## config.mk

```make
export PLATFORM = sky130hd
export DESIGN_NAME = rf_scoreboard_flat
export DESIGN_NICKNAME = d
export VERILOG_FILES = /design/src/rtl/rf_scoreboard_pkg.sv /design/src/rtl/rf_scoreboard_if.sv /design/src/rtl/rf_scoreboard_read_port.sv /design/src/rtl/rf_scoreboard.sv /design/src/flat_wrapper.sv
export SDC_FILE = /design/constraint.sdc
export NUM_CORES = 2
export LEC_CHECK = 0
export BUFFER_PORTS_ARGS = -buffer_cell sky130_fd_sc_hd__buf_2
export CORE_MARGIN = 5
export CORE_UTILIZATION = 45
export CTS_BUF_LIST = sky130_fd_sc_hd__clkbuf_4 sky130_fd_sc_hd__clkbuf_8
export DETAILED_ROUTE_END_ITERATION = 8
export PLACE_DENSITY = 0.7
export SLEW_MARGIN = 5
export SYNTH_ARGS = -nofsm -noshare
export SYNTH_HDL_FRONTEND = slang
export SYNTH_HIERARCHICAL = 1
export SYNTH_SLANG_ARGS = --single-unit
```

## constraint.sdc

```tcl
create_clock -name clk -period 68.8 [get_ports clk]
set_input_delay 0 -clock clk [delete_from_list [all_inputs] [get_ports clk]]
set_output_delay 0 -clock clk [all_outputs]
set_load 0.05 [all_outputs]
```

## src/rtl/rf_scoreboard_pkg.sv

```systemverilog
// Shared defaults and helpers for the register file with busy scoreboard.
// Imported by the interface, the read-port sub-module and the top.
package rf_pkg;
    localparam int RF_DATA_W     = 32;
    localparam int RF_ADDR_W     = 5;
    localparam int RF_NUM_RD     = 2;
    localparam int RF_MAX_ADDR_W = 16;

    // Callers zero-extend their address to RF_MAX_ADDR_W before calling.
    function automatic logic rf_is_zero(input logic [RF_MAX_ADDR_W-1:0] addr,
                                        input logic                     zero_reg);
        return zero_reg && (addr == '0);
    endfunction
endpackage

```

## src/rtl/rf_scoreboard_if.sv

```systemverilog
// Decode/writeback-facing bundle of the register file: read ports, write port,
// reservation request/grant, flush and busy count.
interface rf_scoreboard_if
    import rf_pkg::*;
#(
    parameter int DATA_W = RF_DATA_W,
    parameter int ADDR_W = RF_ADDR_W,
    parameter int NUM_RD = RF_NUM_RD
);
    logic [NUM_RD*ADDR_W-1:0] rd_addr;
    logic [NUM_RD*DATA_W-1:0] rd_data;
    logic [NUM_RD-1:0]        rd_busy;
    logic                     wr_en;
    logic [ADDR_W-1:0]        wr_addr;
    logic [DATA_W-1:0]        wr_data;
    logic                     rsv_en;
    logic [ADDR_W-1:0]        rsv_addr;
    logic                     rsv_grant;
    logic                     flush;
    logic [ADDR_W:0]          busy_cnt;

    modport master (
        output rd_addr, wr_en, wr_addr, wr_data, rsv_en, rsv_addr, flush,
        input  rd_data, rd_busy, rsv_grant, busy_cnt
    );

    modport slave (
        input  rd_addr, wr_en, wr_addr, wr_data, rsv_en, rsv_addr, flush,
        output rd_data, rd_busy, rsv_grant, busy_cnt
    );
endinterface

```

## src/rtl/rf_scoreboard_read_port.sv

```systemverilog
// One combinational read port: register mux, zero-register masking and, when
// RF_BYPASS_EN is defined, same-cycle forwarding of the write port.
module rf_read_port
    import rf_pkg::*;
#(
    parameter int DATA_W   = RF_DATA_W,
    parameter int ADDR_W   = RF_ADDR_W,
    parameter bit ZERO_REG = 1'b1
) (
    input  logic [(1<<ADDR_W)-1:0][DATA_W-1:0] mem,
    input  logic [(1<<ADDR_W)-1:0]             busy,
    input  logic                               wr_en,
    input  logic [ADDR_W-1:0]                  wr_addr,
    input  logic [DATA_W-1:0]                  wr_data,
    input  logic [ADDR_W-1:0]                  addr,
    output logic [DATA_W-1:0]                  data,
    output logic                               reg_busy
);
    logic zero_hit;
    assign zero_hit = rf_is_zero(RF_MAX_ADDR_W'(addr), ZERO_REG);

`ifdef RF_BYPASS_EN
    logic fwd;
    assign fwd = wr_en && (wr_addr == addr) && !zero_hit;

    always_comb begin
        data     = mem[addr];
        reg_busy = busy[addr];
        if (zero_hit) begin
            data     = '0;
            reg_busy = 1'b0;
        end else if (fwd) begin
            // The write also releases the register, so the forwarded value is not busy.
            data     = wr_data;
            reg_busy = 1'b0;
        end
    end
`else
    logic unused_wr;
    assign unused_wr = ^{wr_en, wr_addr, wr_data};

    always_comb begin
        data     = mem[addr];
        reg_busy = busy[addr];
        if (zero_hit) begin
            data     = '0;
            reg_busy = 1'b0;
        end
    end
`endif
endmodule

```

## src/rtl/rf_scoreboard.sv

```systemverilog
// Register file with NUM_RD combinational read ports, one write port and a busy
// scoreboard for multi-cycle destinations; optional write bypass via RF_BYPASS_EN.
module rf_scoreboard
    import rf_pkg::*;
#(
    parameter int DATA_W   = RF_DATA_W,
    parameter int ADDR_W   = RF_ADDR_W,
    parameter int NUM_RD   = RF_NUM_RD,
    parameter bit ZERO_REG = 1'b1
) (
    input  logic            clk,
    input  logic            rst,
    rf_scoreboard_if.slave  bus
);
    localparam int DEPTH = 1 << ADDR_W;

    logic [DEPTH-1:0][DATA_W-1:0] mem;
    logic [DEPTH-1:0]             busy;
    logic [ADDR_W:0]              cnt;

    logic wr_zero;
    logic rsv_zero;
    logic grant;
    logic rsv_set;
    logic wr_clr;

    assign wr_zero  = rf_is_zero(RF_MAX_ADDR_W'(bus.wr_addr), ZERO_REG);
    assign rsv_zero = rf_is_zero(RF_MAX_ADDR_W'(bus.rsv_addr), ZERO_REG);

    assign grant   = bus.rsv_en & ~rst & ~bus.flush & (~busy[bus.rsv_addr] | rsv_zero);
    assign rsv_set = grant & ~rsv_zero;
    // A granted reservation implies its target is idle, so a same-address write cannot also clear.
    assign wr_clr  = bus.wr_en & ~wr_zero & busy[bus.wr_addr];

    always_ff @(posedge clk or posedge rst) begin
        if (rst) begin
            mem  <= '0;
            busy <= '0;
            cnt  <= '0;
        end else begin
            if (bus.wr_en && !wr_zero) begin
                mem[bus.wr_addr]  <= bus.wr_data;
                busy[bus.wr_addr] <= 1'b0;
            end
            // Later assignments win: flush beats everything, reservation beats write release.
            if (bus.flush) begin
                busy <= '0;
            end else if (rsv_set) begin
                busy[bus.rsv_addr] <= 1'b1;
            end

            if (bus.flush) begin
                cnt <= '0;
            end else if (rsv_set && !wr_clr) begin
                cnt <= cnt + 1'b1;
            end else if (wr_clr && !rsv_set) begin
                cnt <= cnt - 1'b1;
            end
        end
    end

    assign bus.rsv_grant = grant;
    assign bus.busy_cnt  = cnt;

    logic [NUM_RD-1:0][DATA_W-1:0] rd_data_w;
    logic [NUM_RD-1:0]             rd_busy_w;

    for (genvar k = 0; k < NUM_RD; k++) begin : g_rd
        rf_read_port #(
            .DATA_W   (DATA_W),
            .ADDR_W   (ADDR_W),
            .ZERO_REG (ZERO_REG)
        ) u_port (
            .mem      (mem),
            .busy     (busy),
            .wr_en    (bus.wr_en),
            .wr_addr  (bus.wr_addr),
            .wr_data  (bus.wr_data),
            .addr     (bus.rd_addr[k*ADDR_W +: ADDR_W]),
            .data     (rd_data_w[k]),
            .reg_busy (rd_busy_w[k])
        );
    end

    assign bus.rd_data = rd_data_w;
    assign bus.rd_busy = rd_busy_w;
endmodule

```

## src/flat_wrapper.sv

```systemverilog
// flat-port wrapper written by rule: the top's interface ports become plain ports
module rf_scoreboard_flat import rf_pkg::*;
#(
    parameter int DATA_W   = RF_DATA_W,
    parameter int ADDR_W   = RF_ADDR_W,
    parameter int NUM_RD   = RF_NUM_RD,
    parameter bit ZERO_REG = 1'b1
)
  (clk, rst, bus_rd_addr, bus_wr_en, bus_wr_addr, bus_wr_data, bus_rsv_en, bus_rsv_addr, bus_flush, bus_rd_data, bus_rd_busy, bus_rsv_grant, bus_busy_cnt);
  rf_scoreboard_if #(.DATA_W(DATA_W), .ADDR_W(ADDR_W), .NUM_RD(NUM_RD)) bus_i ();
  input  logic clk;
  input  logic rst;
  input wire logic [$bits(bus_i.rd_addr)-1:0] bus_rd_addr;
  input wire logic [$bits(bus_i.wr_en)-1:0] bus_wr_en;
  input wire logic [$bits(bus_i.wr_addr)-1:0] bus_wr_addr;
  input wire logic [$bits(bus_i.wr_data)-1:0] bus_wr_data;
  input wire logic [$bits(bus_i.rsv_en)-1:0] bus_rsv_en;
  input wire logic [$bits(bus_i.rsv_addr)-1:0] bus_rsv_addr;
  input wire logic [$bits(bus_i.flush)-1:0] bus_flush;
  output wire logic [$bits(bus_i.rd_data)-1:0] bus_rd_data;
  output wire logic [$bits(bus_i.rd_busy)-1:0] bus_rd_busy;
  output wire logic [$bits(bus_i.rsv_grant)-1:0] bus_rsv_grant;
  output wire logic [$bits(bus_i.busy_cnt)-1:0] bus_busy_cnt;
  assign bus_i.rd_addr = bus_rd_addr;
  assign bus_i.wr_en = bus_wr_en;
  assign bus_i.wr_addr = bus_wr_addr;
  assign bus_i.wr_data = bus_wr_data;
  assign bus_i.rsv_en = bus_rsv_en;
  assign bus_i.rsv_addr = bus_rsv_addr;
  assign bus_i.flush = bus_flush;
  assign bus_rd_data = bus_i.rd_data;
  assign bus_rd_busy = bus_i.rd_busy;
  assign bus_rsv_grant = bus_i.rsv_grant;
  assign bus_busy_cnt = bus_i.busy_cnt;
  rf_scoreboard #(.DATA_W(DATA_W), .ADDR_W(ADDR_W), .NUM_RD(NUM_RD), .ZERO_REG(ZERO_REG)) u_core (.clk(clk), .rst(rst), .bus(bus_i));
endmodule
```

==> impl_metrics.json <==
{
  "status": "complete, no violations",
  "worst_pin_slew_ns": 1.24,
  "syn_inst": 3921,
  "async_reset_ff_frac": 1.00,
  "finalClockSkew_ns": 0.0308,
  "intPower_mw": 1.30,
  "antenna_found_initial": 5,
  "place.gp.congestion": 0.823,
  "portBuffers": 129,
  "fin_nets": 3968,
  "area_delta_synth_final_pct": 9.75,
  "synth_top_area_cell": "dfrtp_1",
  "die_w_um": 369,
  "floorplan.initialDensity": 0.454,
  "synth.distinct_cells": 64,
  "ir_drop_mv": 0.0233,
  "power_density_nw_per_um2": 28.5,
  "required_ns": 68.80,
  "hold_depth": 4,
  "synth_edf_count": 0,
  "grt_max_degree": 158,
  "fin_setup_tns_ns": 0,
  "cp-start-kind": "input pin",
  "drc_errors": 0,
  "min_from": "bus_wr_addr[0]",
  "r2r_cells": 13,
  "p_leak_nw": 27.5,
  "post-dp-hpwl_um": 97900,
  "clock.fmax_mhz": 195,
  "wl_met1_um": 71100,
  "p_switching_uw": 518,
  "finalMaxSlewViolations": 0,
  "critPathArrivalTime_ns": 5.12,
  "critPathMaxFanout": 102,
  "grt_pass1_vias": 39500,
  "clockPowerShare": 0.340,
  "total_power_mw": 1.81,
  "fp-row-count": 131,
  "worst_setup_path_end_kind": "output port",
  "final_common_cell": "mux2_2",
  "hp-class": "input pin to flip-flop",
  "ios": 130,
  "syn_nets": 3983,
  "avgSynthCellArea_um2": 14.8,
  "netlist_top_cells_area": "dfrtp_1 (46%), mux2_2 (21%), mux4_2 (17%), mux2i_1 (2.6%), mux4_1 (1.7%)",
  "combPwrFrac": 0.207,
  "drive_gt1_frac": 0.516,
  "syn-cell-area_um2": 57900,
  "final_area_um2": 63600,
  "synth_flop_cell": "dfrtp_1",
  "slew_headroom": 0.169,
  "design.die.area_um2": 136000,
  "wirelength_um": 181000,
  "path_clk_slew_ns": 0.05,
  "dpl_cell_area_um2": 59100,
  "fp.dieH_um": 369,
  "via_count": 38100,
  "finalSetupViolCount": 0,
  "rsz0062_at_grt": "no",
  "grt_usage": 0.266,
  "vias_per_cell": 6.65,
  "switching_share": 0.286,
  "seqPwrFrac": 0.453,
  "crit_type": "input pin to output port",
  "min_period_over_period": 0.0744,
  "layout_common_cells": "mux2_2 (1063), dfrtp_1 (1062), mux4_2 (430)",
  "route.met3.wl_um": 16500,
  "reg2reg_to": "u_core/bus.busy_cnt[5]$_DFFE_PP0P_",
  "root_buffer": "clkbuf_8",
  "drt_iter0_markers": 3953,
  "hold_violations": 0,
  "r2r-start": "u_core/busy[9]$_DFF_PP0_",
  "timing.hold.ws_ns": 0.198,
  "core_area_um2": 128000,
  "cts_made_buffers": 176,
  "cts.htree.levels": 4,
  "ant_nets": 0,
  "r2r_slack_ns": 65.04,
  "overflow": 0,
  "synth_seq_cells": 1062,
  "cts_buffer_depth": 3,
  "clock_latency_ns": 0.90,
  "maxCapViolations": 0,
  "numClockSinks": 1062,
  "synth_top_area_share": 0.459,
  "drtPass1Iterations": 6,
  "wl_per_cell_um": 31.7,
  "pre_cts_ws_ns": 63.81,
  "min_to": "u_core/busy[30]$_DFF_PP0_",
  "cts_tree": "done",
  "seq_area_frac_synth": 0.459,
  "yosysWarnings": 6,
  "met2_length_um": 85500,
  "grt_pass1_wl_um": 269000,
  "top_layer": "met5",
  "final.min_clock_period_ns": 5.12,
  "fin_ws_ns": 63.68
}
## kinds of logic after synthesis
| family | share of synthesized area |
|---|---|
| flip-flops | 0.459 |
| buffers and inverters | 0.0430 |
| multiplexers | 0.417 |
| adder cells (fa/ha/maj) | 0.00121 |
| AO/OA/AOI/OAI | 0.0549 |
| AND/OR/NAND/NOR | 0.0242 |
| XOR/XNOR | 0.000885 |
## how the worst max path moves through the flow
stage                   startpoint                                 end  slack (ns)
CTS                 bus_rd_addr[7]                     bus_rd_data[52]       63.81
detailed placement  bus_rd_addr[7]                     bus_rd_data[52]       63.81
floorplan                      rst  u_core/bus.busy_cnt[0]$_DFFE_PP0P_       38.91
global placement    bus_rd_addr[2]                     bus_rd_data[20]       63.80
finish              bus_rd_addr[2]                     bus_rd_data[20]       63.68
global route                   rst         u_core/mem[653]$_DFFE_PP0P_       63.51
## per-layer routing
layer / up-vias / track usage
li1: 15300 / -
met1: 20500 / 0.354
met2: 1887 / 0.422
met3: 463 / 0.0625
met4: 2 / 0.111
met5: - / 0
## sequential cells by signal, indices dropped and copies added (netlist names)
signal / cells
u_core/bus.busy_cnt: 6
u_core/mem: 1024
u_core/busy: 32
## synth_stat cells (4+ instances only)
| cell type | n |
|---|---|
| mux2i_1 | 151 |
| xnor2_1 | 4 |
| buf_12 | 4 |
| o21ai_1 | 64 |
| a221oi_2 | 4 |
| ha_1 | 4 |
| buf_6 | 55 |
| a311oi_1 | 64 |
| a221oi_1 | 48 |
| nor2b_1 | 85 |
| clkbuf_2 | 4 |
| and2_1 | 4 |
| buf_1 | 42 |
| o21ai_0 | 57 |
| mux4_1 | 37 |
| buf_4 | 38 |
| dfrtp_1 | 1062 |
| nand3_1 | 8 |
| nor2_1 | 58 |
| nand2_1 | 55 |
| clkbuf_1 | 224 |
| a22oi_1 | 82 |
| nor3b_1 | 5 |
| and3b_1 | 5 |
| o2111ai_1 | 16 |
| inv_1 | 8 |
| buf_2 | 92 |
| nand2b_1 | 6 |
| a21oi_1 | 17 |
| mux4_2 | 430 |
| a211oi_1 | 68 |
| mux2_2 | 1063 |
| and3_1 | 6 |
## metrics by stage
stage,std cells,util
floorplan,3921,-
global placement,5335,0.463
detailed placement,5335,0.463
CTS,5717,0.498
global route,5718,0.498
finish,5721,0.498
## area by class of cell
class	count	area, um2
Fill cell	10700	64100
Clock buffer	289	3630
Clock inverter	38	310
Timing Repair Buffer	266	1890
Antenna cell	4	10.0
Multi-Input combinational cell	2392	29100
Inverter	8	42.5
Sequential cell	1062	26600
Tap cell	1662	2080
## worst max-delay path, stage by stage
cell and delay, ns:
buf_8 0.57, buf_4 0.77, buf_4 0.79, buf_4 0.85
mux2i_1 0.18, a221oi_1 0.37, o21ai_1 0.14, a311oi_1 0.80
buf_2 0.40
## power by group through the flow
| stage | clock [mW] | sequential, mW | combinational, mW |
|---|---|---|---|
| floorplan | 0 | 0.807 | 0.307 |
| global placement | 0 | 0.820 | 0.364 |
| detailed placement | 0 | 0.829 | 0.373 |
| CTS | 0.625 | 0.818 | 0.377 |
| global route | 0.655 | 0.836 | 0.402 |
| finish | 0.617 | 0.821 | 0.376 |
## what timing repair did
item | CTS | global route
buffers inserted | 0 | 0
endpoints found under the hold margin | 1144 | 0
hold buffers | 55 | 0
gates resized for setup | 0 | 0
Note: power is estimated with default switching activity, not from simulation.
